`src/rtl/ifu_pkg.sv`:
```
// Shared definitions for the instruction fetch unit.
//   - FSM state encoding (IFU_IDLE / IFU_REQ / IFU_DROP) and the state enum
//   - INSTR_BYTES: PC increment per fetched word
//   - ALIGN_MASK: low PC bits cleared on redirect
package ifu_pkg;

  localparam logic [1:0] IFU_IDLE = 2'd0;
  localparam logic [1:0] IFU_REQ  = 2'd1;
  localparam logic [1:0] IFU_DROP = 2'd2;

  localparam int unsigned INSTR_BYTES = 4;
  localparam int unsigned ALIGN_MASK  = INSTR_BYTES - 1;

  typedef enum logic [1:0] {
    S_IDLE = IFU_IDLE,
    S_REQ  = IFU_REQ,
    S_DROP = IFU_DROP
  } ifu_state_e;

endpackage

```
`src/rtl/instr_fetch_unit_if.sv`:
```
// Bus bundle of the fetch unit.
//   memory side : instr_req, instr_adr (out) / instr_valid, instr_read (in)
//   core side   : fetch_valid, fetch_instr, fetch_pc (out) /
//                 fetch_ready, redirect, redirect_pc (in)
// master = fetch unit, slave = memory + core environment.
interface instr_fetch_unit_if #(parameter int XLEN = 32);
  logic            instr_req;
  logic [XLEN-1:0] instr_adr;
  logic            instr_valid;
  logic [XLEN-1:0] instr_read;
  logic            fetch_valid;
  logic [XLEN-1:0] fetch_instr;
  logic [XLEN-1:0] fetch_pc;
  logic            fetch_ready;
  logic            redirect;
  logic [XLEN-1:0] redirect_pc;

  modport master (
    output instr_req, instr_adr, fetch_valid, fetch_instr, fetch_pc,
    input  instr_valid, instr_read, fetch_ready, redirect, redirect_pc
  );

  modport slave (
    input  instr_req, instr_adr, fetch_valid, fetch_instr, fetch_pc,
    output instr_valid, instr_read, fetch_ready, redirect, redirect_pc
  );
endinterface

```
`src/rtl/instr_fetch_unit_fifo.sv`:
```
// fetch_fifo: synchronous DEPTH-entry FIFO holding {pc, instr} pairs.
//   gclk/grst_n : clock, async active-low reset
//   push/wdata  : write (ignored when full)
//   pop/rdata   : read head (ignored when empty); rdata reads 0 when empty
//   flush       : empties the FIFO, beats push and pop
//   count/full/empty : occupancy
module fetch_fifo #(
  parameter int DEPTH = 4,
  parameter int W     = 64,
  localparam int CW   = $clog2(DEPTH + 1)
) (
  input  logic          gclk,
  input  logic          grst_n,
  input  logic          push,
  input  logic [W-1:0]  wdata,
  input  logic          pop,
  output logic [W-1:0]  rdata,
  input  logic          flush,
  output logic [CW-1:0] count,
  output logic          full,
  output logic          empty
);
  localparam int AW = $clog2(DEPTH);

  logic [DEPTH-1:0][W-1:0] mem;
  logic [AW-1:0]           rptr, wptr;
  logic                    do_push, do_pop;

  assign full    = (count == CW'(DEPTH));
  assign empty   = (count == '0);
  assign do_push = push & ~full & ~flush;
  assign do_pop  = pop & ~empty & ~flush;

  // DEPTH is a power of two, so the pointers wrap naturally.
  always_ff @(posedge gclk or negedge grst_n) begin
    if (!grst_n) begin
      rptr  <= '0;
      wptr  <= '0;
      count <= '0;
    end else if (flush) begin
      rptr  <= '0;
      wptr  <= '0;
      count <= '0;
    end else begin
      if (do_push) wptr <= wptr + 1'b1;
      if (do_pop)  rptr <= rptr + 1'b1;
      count <= count + CW'(do_push) - CW'(do_pop);
    end
  end

  always_ff @(posedge gclk) begin
    if (do_push) mem[wptr] <= wdata;
  end

  // Gate the head so stale storage never shows on the outputs.
  assign rdata = empty ? '0 : mem[rptr];
endmodule

```
`src/rtl/instr_fetch_unit.sv`:
```
// instr_fetch_unit: prefetching fetch unit. Issues one outstanding memory
// request at a time while the queue has room, queues {pc, instr} words, and
// flushes on redirect, dropping any response still in flight.
//   CLK, RES : clock, async active-low reset
//   bus      : instr_fetch_unit_if.master (memory + core handshakes)
module instr_fetch_unit
  import ifu_pkg::*;
#(
  parameter int              XLEN     = 32,
  parameter int              DEPTH    = 4,
  parameter logic [XLEN-1:0] RESET_PC = '0
) (
  input  logic                   CLK,
  input  logic                   RES,
  instr_fetch_unit_if.master     bus
);
  localparam int CW = $clog2(DEPTH + 1);

  ifu_state_e      state_q, state_d;
  logic [XLEN-1:0] fpc_q, fpc_d;
  logic [XLEN-1:0] old_adr_q, old_adr_d;
  logic [XLEN-1:0] new_pc;
  logic [CW-1:0]   count;
  logic            full, empty, push, pop, room_after;
  logic [2*XLEN-1:0] rdata;

  assign new_pc     = bus.redirect_pc & ~XLEN'(ALIGN_MASK);
  assign pop        = bus.fetch_valid & bus.fetch_ready;
  // Occupancy after this cycle's push and any same-cycle pop.
  assign room_after = (int'(count) + 1 - int'(pop)) < DEPTH;

  always_ff @(posedge CLK or negedge RES) begin
    if (!RES) begin
      state_q   <= S_IDLE;
      fpc_q     <= RESET_PC;
      old_adr_q <= RESET_PC;
    end else begin
      state_q   <= state_d;
      fpc_q     <= fpc_d;
      old_adr_q <= old_adr_d;
    end
  end

  always_comb begin
    state_d   = state_q;
    fpc_d     = fpc_q;
    old_adr_d = old_adr_q;
    push      = 1'b0;
    unique case (state_q)
      S_IDLE: begin
        if (bus.redirect) begin
          fpc_d   = new_pc;
          state_d = S_REQ;
        end else if (!full) begin
          state_d = S_REQ;
        end
      end
      S_REQ: begin
        if (bus.redirect) begin
          fpc_d = new_pc;
          // Request still open: keep presenting its address until it lands.
          if (!bus.instr_valid) begin
            old_adr_d = fpc_q;
            state_d   = S_DROP;
          end
        end else if (bus.instr_valid) begin
          push  = 1'b1;
          fpc_d = fpc_q + XLEN'(INSTR_BYTES);
          if (!room_after) state_d = S_IDLE;
        end
      end
      S_DROP: begin
        if (bus.redirect)    fpc_d   = new_pc;
        if (bus.instr_valid) state_d = S_REQ;
      end
      default: state_d = S_IDLE;
    endcase
  end

  assign bus.instr_req = (state_q != S_IDLE);
  assign bus.instr_adr = (state_q == S_DROP) ? old_adr_q : fpc_q;

  fetch_fifo #(.DEPTH(DEPTH), .W(2*XLEN)) u_fifo (
    .gclk   (CLK),
    .grst_n (RES),
    .push   (push),
    .wdata  ({fpc_q, bus.instr_read}),
    .pop    (pop),
    .rdata  (rdata),
    .flush  (bus.redirect),
    .count  (count),
    .full   (full),
    .empty  (empty)
  );

  assign bus.fetch_valid = ~empty;
  assign bus.fetch_pc    = rdata[2*XLEN-1:XLEN];
  assign bus.fetch_instr = rdata[XLEN-1:0];
endmodule
```
`src/flat_wrapper.sv`:
```
// flat-port wrapper written by rule: the top's interface ports become plain ports
module instr_fetch_unit_flat import ifu_pkg::*;
#(
  parameter int              XLEN     = 32,
  parameter int              DEPTH    = 4,
  parameter logic [XLEN-1:0] RESET_PC = '0
)
  (CLK, RES, bus_instr_req, bus_instr_adr, bus_fetch_valid, bus_fetch_instr, bus_fetch_pc, bus_instr_valid, bus_instr_read, bus_fetch_ready, bus_redirect, bus_redirect_pc);
  instr_fetch_unit_if #(.XLEN(XLEN)) bus_i ();
  input  logic CLK;
  input  logic RES;
  output wire logic [$bits(bus_i.instr_req)-1:0] bus_instr_req;
  output wire logic [$bits(bus_i.instr_adr)-1:0] bus_instr_adr;
  output wire logic [$bits(bus_i.fetch_valid)-1:0] bus_fetch_valid;
  output wire logic [$bits(bus_i.fetch_instr)-1:0] bus_fetch_instr;
  output wire logic [$bits(bus_i.fetch_pc)-1:0] bus_fetch_pc;
  input wire logic [$bits(bus_i.instr_valid)-1:0] bus_instr_valid;
  input wire logic [$bits(bus_i.instr_read)-1:0] bus_instr_read;
  input wire logic [$bits(bus_i.fetch_ready)-1:0] bus_fetch_ready;
  input wire logic [$bits(bus_i.redirect)-1:0] bus_redirect;
  input wire logic [$bits(bus_i.redirect_pc)-1:0] bus_redirect_pc;
  assign bus_instr_req = bus_i.instr_req;
  assign bus_instr_adr = bus_i.instr_adr;
  assign bus_fetch_valid = bus_i.fetch_valid;
  assign bus_fetch_instr = bus_i.fetch_instr;
  assign bus_fetch_pc = bus_i.fetch_pc;
  assign bus_i.instr_valid = bus_instr_valid;
  assign bus_i.instr_read = bus_instr_read;
  assign bus_i.fetch_ready = bus_fetch_ready;
  assign bus_i.redirect = bus_redirect;
  assign bus_i.redirect_pc = bus_redirect_pc;
  instr_fetch_unit #(.XLEN(XLEN), .DEPTH(DEPTH), .RESET_PC(RESET_PC)) u_core (.CLK(CLK), .RES(RES), .bus(bus_i));
endmodule
```
`config.mk`:
```
export PLATFORM = sky130hd
export DESIGN_NAME = instr_fetch_unit_flat
export DESIGN_NICKNAME = d
export VERILOG_FILES = /design/src/rtl/ifu_pkg.sv /design/src/rtl/instr_fetch_unit_if.sv /design/src/rtl/instr_fetch_unit_fifo.sv /design/src/rtl/instr_fetch_unit.sv /design/src/flat_wrapper.sv
export SDC_FILE = /design/constraint.sdc
export NUM_CORES = 1
export LEC_CHECK = 0
export BUFFER_PORTS_ARGS = -buffer_cell sky130_fd_sc_hd__buf_2
export CORE_MARGIN = 3
export CORE_UTILIZATION = 49
export DETAILED_ROUTE_END_ITERATION = 10
export MAX_ROUTING_LAYER = met4
export PLACE_DENSITY = 0.67
export SETUP_SLACK_MARGIN = 0.4
export SLEW_MARGIN = 10
export SYNTH_ARGS = -nofsm -noshare
export SYNTH_HDL_FRONTEND = slang
export SYNTH_HIERARCHICAL = 1
export SYNTH_SLANG_ARGS = --single-unit
```
`constraint.sdc`:
```
create_clock -name CLK -period 4.1 [get_ports CLK]
set_input_delay 0.82 -clock CLK [delete_from_list [all_inputs] [get_ports CLK]]
set_output_delay 0.82 -clock CLK [all_outputs]
set_load 0.1 [all_outputs]
```
==> results of run 1 <==
## area by class of cell
| class | count | area share [%] |
|---|---|---|
| clock inverter | 17 | 0.806 |
| tap | 372 | 2.88 |
| antenna | 2 | 0.0310 |
| multi-input combinational | 430 | 25.0 |
| sequential | 325 | 58.3 |
| clock buffer | 44 | 5.96 |
| timing repair buffer | 187 | 6.72 |
| inverter | 11 | 0.256 |
## state kept, by name, indices dropped and copies added (netlist names)
name / count
u_core/u_fifo/wptr: 2
u_core/fpc_q: 30
u_core/u_fifo/rptr: 2
u_core/u_fifo/mem: 256
u_core/old_adr_q: 30
u_core/state_q: 2
u_core/u_fifo/count: 3
## kinds of logic after synthesis
kind of cell	after synthesis	synth area share (%)
AO/OA/AOI/OAI	97	4.54
XOR/XNOR	3	0.192
adder cells (fa/ha/maj)	8	0.786
buffers and inverters	58	2.12
flip-flops	325	68.8
multiplexers	126	15.6
other	1	0.0274
AND/OR/NAND/NOR	186	7.91
## power breakdown
group	internal, mW	switching (mW)	total [mW]
combinational	0.595	1.84	2.43
clock	1.78	1.21	2.99
sequential	4.00	0.402	4.40
total	6.37	3.45	9.82
## cell usage in the layout (no fill, tap or decap), drive strengths merged, types with 5 or more instances in the layout
master,instances
o21ai,19
nor3,16
and2,8
nor2b,67
or3,11
o22ai,12
a2bb2oi,5
inv,11
nand2,24
conb,10
and3,7
ha,7
a21oi,28
edfxtp,256
buf,187
nand4,5
nor2,20
nand3,9
a211oi,5
mux4,64
nand2b,8
a311oi,9
mux2,60
dfrtp,69
clkinv,14
clkbuf,44
## worst min-delay path by stage
stage / cells after the start / slack [ps] / to / startpoint
final: 1 / 300 / u_core/fpc_q[18] / RES
after global routing: 1 / 340 / u_core/fpc_q[18] / RES
after CTS: 1 / 300 / u_core/fpc_q[18] / RES
after detailed placement: 1 / 490 / u_core/old_adr_q[24] / u_core/old_adr_q[24]
after global placement: 1 / 480 / u_core/old_adr_q[24] / u_core/old_adr_q[24]
after floorplan: 0 / 470 / u_core/u_fifo/mem[105] / u_core/fpc_q[9]
## per-stage QoR
stage	cells	util [%]
CTS	1386	59.4
global route	1388	59.4
detailed placement	1325	55.4
floorplan	813	-
finish	1388	59.4
global placement	1325	55.4
## worst register-to-register path: stages (launching register included)
cell and delay (ps):
dfrtp_1 470, nor3_4 220, buf_4 460, nor2b_1 190, o31ai_1 140, nor2_1 80
ha_1 280, inv_1 60, ha_1 130, inv_1 50, fa_1 370, xnor2_1 160
nor2_1 50
## per-layer routing
layer	up-vias	GRT usage, %	wire length [um]
li1	3515	-	-
met1	3914	27.3	12700
met2	229	30.8	13800
met3	42	3.34	1560
met4	0	5.30	539
met5	-	-	0
==> impl_results.rst, run 1 <==
.. list-table::
   :header-rows: 1

   * - Metric
     - Value
   * - Outcome
     - finished clean
   * - Leakage Power
     - 5.76 nW
   * - Startpoint class of the critical path
     - register
   * - Number of CTS-inserted buffers
     - 35
   * - Fin crit period
     - between 3000 and 4000 ps
   * - Most area-consuming cells after synthesis
     - edfxtp_1 (56%), dfrtp_1 (13%), mux4_2 (11%)
   * - Clk_lat worst skew
     - about 500 ps
   * - Top_reg_cell synth
     - edfxtp_1
   * - Global placement routability congestion
     - 0.831
   * - Clock buffer depth
     - 3
   * - Post-route cell area
     - 16,200 um2
   * - Vias in the first global route
     - just under 8,000
   * - Setup TNS after final layout
     - 0 ps
   * - Path length in cells of the critical path
     - 3
   * - CP Data Required Time
     - between 3000 and 4000 ps
   * - Global-route total usage across every layer
     - approximately 20%
   * - Number of buffers added for setup after CTS
     - 0
   * - Number of antenna violations at the first check in global routing
     - 2
   * - Max H-tree Level
     - 2
   * - Most common cell in the synthesized netlist
     - edfxtp_1
   * - Fin Clk Skew
     - 18.0 ps
   * - Critical path cell sequence
     - mux4_2, nor2b_1, buf_2
   * - Sequential share of the synthesized area
     - 68.8%
   * - Post-placement setup slack
     - 1030 ps
   * - Multi-input combinational cell area
     - 4040 um2
   * - Number of distinct library cells after synthesis
     - 57
   * - Warnings, synthesis
     - 6
   * - Pin count of the biggest net entering global routing
     - 67
   * - Ports placed on the boundary
     - 167
   * - CP Capture Point
     - bus_fetch_pc[21]
   * - Setup repair after global routing missed its margin
     - false
   * - Total of buffers placed on input and output ports
     - 162
   * - Endpoint of the worst register-to-register path
     - u_core/u_fifo/count[2]
   * - CTS tree
     - yes
   * - Signal arrival time at the worst endpoint
     - 2750 ps
   * - Core Box Area
     - 27,200 um2
   * - Ys async rst share
     - between 20% and 30%
   * - Minimum setup slack among reg-to-reg paths
     - 1330 ps
   * - Flip-flop and latch count after synthesis
     - about 330
   * - Hold WS
     - 302 ps
   * - Crit path setup slack, layout
     - 526 ps
   * - VDD IR-drop max
     - around 650 uV
   * - Netlist area before placement
     - about 14,000 um2
   * - Number of fill cells in the layout
     - about 2,100
   * - Crit Path Category
     - register to output pin
   * - Cell area after placement
     - about 15,000 um2
   * - Register cell area after layout
     - 9420 um2
   * - # Max-Cap Violations
     - 0
   * - Wire length of the first global-routing pass
     - ~45 mm
   * - Wire length per cell after detailed routing
     - 20.6 um
   * - Total power draw
     - roughly 9.8 mW
   * - Slew @ Worst Pin
     - ~1000 ps
   * - Root buffer cell
     - clkbuf_16
   * - Violation count after the first detailed-route iteration
     - 602
   * - Slowest cell delay on critical path
     - ~1100 ps
   * - Ratio of routed vias to standard cells
     - 5.55
   * - Endpoints failing setup
     - 0
   * - Row Count
     - 60
   * - Crit path capture type
     - output pin
   * - Maximum fanout along the worst path
     - 66
   * - Library cell contributing the largest single delay on the critical path
     - dfrtp_4
   * - Slew Viols, Final
     - 0
   * - Number of enable-type register cells in the synthesized netlist
     - 256
   * - Cell count of the worst reg-to-reg path
     - 12
   * - Total clock sinks
     - 325
   * - Launching point of the worst reg2reg path
     - u_core/u_fifo/count[1]
   * - Global-route congestion overflow total
     - 0
   * - Fraction of final layout cells sized beyond drive strength 1
     - 37.0%
   * - DR DRC count
     - 0
   * - Cells after Synth
     - 804
   * - Post-CTS sizing
     - 0
   * - Height of the die
     - 173 um
   * - Top cell types by occurrence after synthesis
     - edfxtp_1 (256), dfrtp_1 (69), nor2b_1 (67), mux4_2 (64), mux2_2 (60)
   * - Post-route fraction of the period consumed by the critical path
     - 87.2%
   * - Hpwl dp
     - 17.8 mm
   * - Initial DRT Pass Iterations
     - 5
   * - Final Net Count
     - 1,067
   * - Initial cell density of the core
     - 50.3%
   * - Highest clock frequency the design can meet
     - around 0.28 GHz
   * - Power density over the cells
     - 608 nW/um2
   * - Critical path launch point
     - u_core/u_fifo/rptr[1]
   * - Buffers and inverters on the worst path
     - 1
   * - Worst slew margin
     - 32.1%
   * - Clock-pin slew on the worst setup and hold paths
     - 60 ps
   * - Number of nets with antenna violations after detailed routing
     - 0
   * - Top cell type's share of synthesized area
     - 56.2%
   * - Worst min-delay path class
     - input pin to asynchronous set/reset pin
   * - Most area-hungry cell type in the Yosys netlist
     - edfxtp_1
   * - Vias
     - 7,700
   * - DIE AREA
     - 30,000 um2
   * - Per-instance average area after synthesis
     - 17.0 um2
   * - Die X
     - 173 um
   * - Area growth from synthesis to layout
     - 18.1%
   * - Final WL
     - 28.6 mm
   * - Number of hold violations in the final report
     - 0
   * - Hold buffers post-CTS
     - 0
   * - Top cell family by delay on the critical path
     - flip-flops
Note: power is estimated with default switching activity, not from simulation.
==> inputs of run 2 (changes only) <==
Settings changed: CORE_UTILIZATION 49 to 58, PLACE_DENSITY 0.67 to 0.78.
Clock period 4.1 ns to 3.9 ns, I/O delays scaled along.
==> run 2 against run 1 <==
Via count is 2.4% higher; worst setup slack better by 61 ps; non-clock buffer count is 4 higher; first-iteration DRC count is 9.6% higher; final cell count is 4.3% lower.
==> impl_results.rst, run 2 (synthesis results as in run 1) <==
.. list-table::
   :header-rows: 1

   * - Metric
     - Value
   * - Cell area after placement
     - 15,000 um2
   * - Wire length of the first global-routing pass
     - 44.7 mm
   * - Final Net Count
     - between 1,000 and 1,500
   * - Vias in the first global route
     - 7,996
   * - Endpoints failing setup
     - 0
   * - Commonest non-fill, non-tap cell in the layout
     - edfxtp_1
   * - Post-route cell area
     - about 16,000 um2
   * - Fin Clk Skew
     - ~7.2 ps
   * - Setup repair after global routing missed its margin
     - false
   * - Ports placed on the boundary
     - 167
   * - Signal arrival time at the worst endpoint
     - 2530 ps
   * - Initial DRT Pass Iterations
     - 5
   * - Slew @ Worst Pin
     - 840 ps
   * - Ratio of routed vias to standard cells
     - roughly 5.9
   * - N_diodes
     - 0
   * - Hpwl dp
     - 17.3 mm
   * - Clk_lat worst skew
     - 560 ps
   * - Area growth from synthesis to layout
     - 17.3%
   * - Cell-internal power
     - 6.58 mW
   * - Fraction of power consumed by sequential logic
     - 45.3%
   * - Violation count after the first detailed-route iteration
     - 660
   * - Pin count of the biggest net entering global routing
     - 65
   * - Number of antenna violations at the first check in global routing
     - 0
   * - Placed Instances
     - 1,264
   * - Worst min-delay path class
     - input pin to asynchronous set/reset pin
   * - Highest clock frequency the design can meet
     - 0.302 GHz
   * - Library cell contributing the largest single delay on the critical path
     - dfrtp_4
   * - Die X
     - 160 um
   * - Slew Viols, Final
     - 0
   * - Leakage Power
     - 5.75 nW
   * - Setup TNS after final layout
     - 0 ps
   * - Maximum fanout along the worst path
     - 34
   * - Part of the total power dissipated in the clock network
     - 29.6%
   * - Cell Count, Final, Fillers Out
     - 1,328
   * - Post-route fraction of the period consumed by the critical path
     - 84.9%
   * - CTS tree
     - yes
   * - Power density over the cells
     - 636 nW/um2
   * - Number of hold violations in the final report
     - 0
   * - Global-route total usage across every layer
     - 22.7%
   * - # Max-Cap Violations
     - 0
   * - Number of nets with antenna violations after detailed routing
     - 0
   * - VDD IR-drop max
     - 568 uV
   * - Register containing the most flip-flops in the final layout
     - u_core/u_fifo/mem
   * - Crit path capture type
     - output pin
   * - Max H-tree Level
     - 1
   * - Worst slew margin
     - 44.0%
   * - Commonest cells after routing, fill and taps aside
     - edfxtp_1 (256), buf_2 (162), dfrtp_1 (67)
   * - Number of CTS-inserted buffers
     - 31
   * - Fin crit period
     - approximately 3300 ps
   * - Total clock sinks
     - around 330
   * - CP Data Required Time
     - 3120 ps
   * - Slowest cell delay on critical path
     - around 790 ps
   * - DIE AREA
     - 25,500 um2
   * - DR DRC count
     - 0
   * - Root buffer cell
     - clkbuf_16
   * - Minimum setup slack among reg-to-reg paths
     - 1180 ps
   * - Initial cell density of the core
     - roughly three fifths
   * - Crit Path Category
     - register to output pin
   * - Hold WS
     - 229 ps
   * - Clock-pin slew on the worst setup and hold paths
     - 70 ps
   * - Switching share of power
     - approximately 36%
   * - Net Switching
     - ~3.6 mW
   * - Final WL
     - 28.2 mm
   * - Hold buffers post-CTS
     - 0
   * - Critical path cell sequence
     - buf_12, mux4_2, nor2b_1, buf_2
   * - Outcome
     - finished clean
   * - Global-route congestion overflow total
     - 0
   * - Fraction of final layout cells sized beyond drive strength 1
     - 37.8%
   * - Largest registers ranked by flip-flop count
     - u_core/u_fifo/mem (256), u_core/fpc_q (30), u_core/old_adr_q (30)
   * - Vias
     - between 7,000 and 8,000
   * - Global placement routability congestion
     - approximately 0.81
   * - Startpoint class of the critical path
     - register
   * - Row Count
     - 55
   * - Wire length per cell after detailed routing
     - 21.2 um
   * - Core Box Area
     - 22,900 um2
   * - Total of buffers placed on input and output ports
     - about 160
   * - Combinational power share
     - about a quarter
   * - Height of the die
     - 160 um
   * - Clock buffer depth
     - 3
   * - Max reg flops
     - 256
[run 2: worst max-delay path, delay by kind of cell (launching register included)]
kind / cells / cell delay, ps
flops: 1 / 790
buf+inv: 2 / 760
mux: 1 / 210
simple gates: 1 / 200
[run 2: per-layer routing]
layer | up-vias | part of all wire, % | global-route usage (%)
li1 | 3513 | - | -
met1 | 4010 | 42 | 32.1
met2 | 314 | 49 | 36.3
met3 | 50 | 6.3 | 3.02
met4 | 0 | 2.2 | 4.93
met5 | - | 0 | -
[run 2: what timing repair did]
item	CTS	global route
endpoints found under the setup margin	10	0
buffers inserted	6	0
resized for setup	1	0
[run 2: cell type report]
type / instances / area [um2]
clock buffer: 37 / 808
clock inverter: 21 / 230
fill: 1501 / 6870
inverter: 11 / 41.3
multi-input combinational: 430 / 4040
sequential: 325 / 9420
tap: 313 / 392
timing repair buffer: 191 / 1120
[run 2: final timing paths]
path	startpoint	to	cells after the start
min in group CLK	bus_instr_read[24]	u_core/u_fifo/mem[24]	1
max in group asynchronous	RES	u_core/old_adr_q[31]	2
hold / removal	RES	u_core/old_adr_q[17]	1
setup reg to reg	u_core/state_q[0]	u_core/u_fifo/count[2]	14
setup / recovery	u_core/u_fifo/rptr[1]	bus_fetch_instr[3]	4
hold reg to reg	u_core/old_adr_q[26]	u_core/old_adr_q[26]	1
[run 2: power by group through the flow]
stage               registers [mW]  clock network, mW  logic, mW
finish                        4.63               3.02       2.56
global route                  4.69               3.22       2.68
CTS                           4.62               3.08       2.57
detailed placement            4.69                  0       2.56
global placement              4.66                  0       2.53
floorplan                     4.52                  0       2.17
[run 2: through the flow]
stage / setup WS, ps / total power, mW / utilization (%)
3_3_place_gp: 946 / 7.19 / 65.3
4_1_cts: 556 / 10.3 / 70.0
5_1_grt: 442 / 10.6 / 70.0
3_5_place_dp: 935 / 7.25 / 65.3
6_report: 587 / 10.2 / 70.0
2_1_floorplan: 757 / 6.68 / -
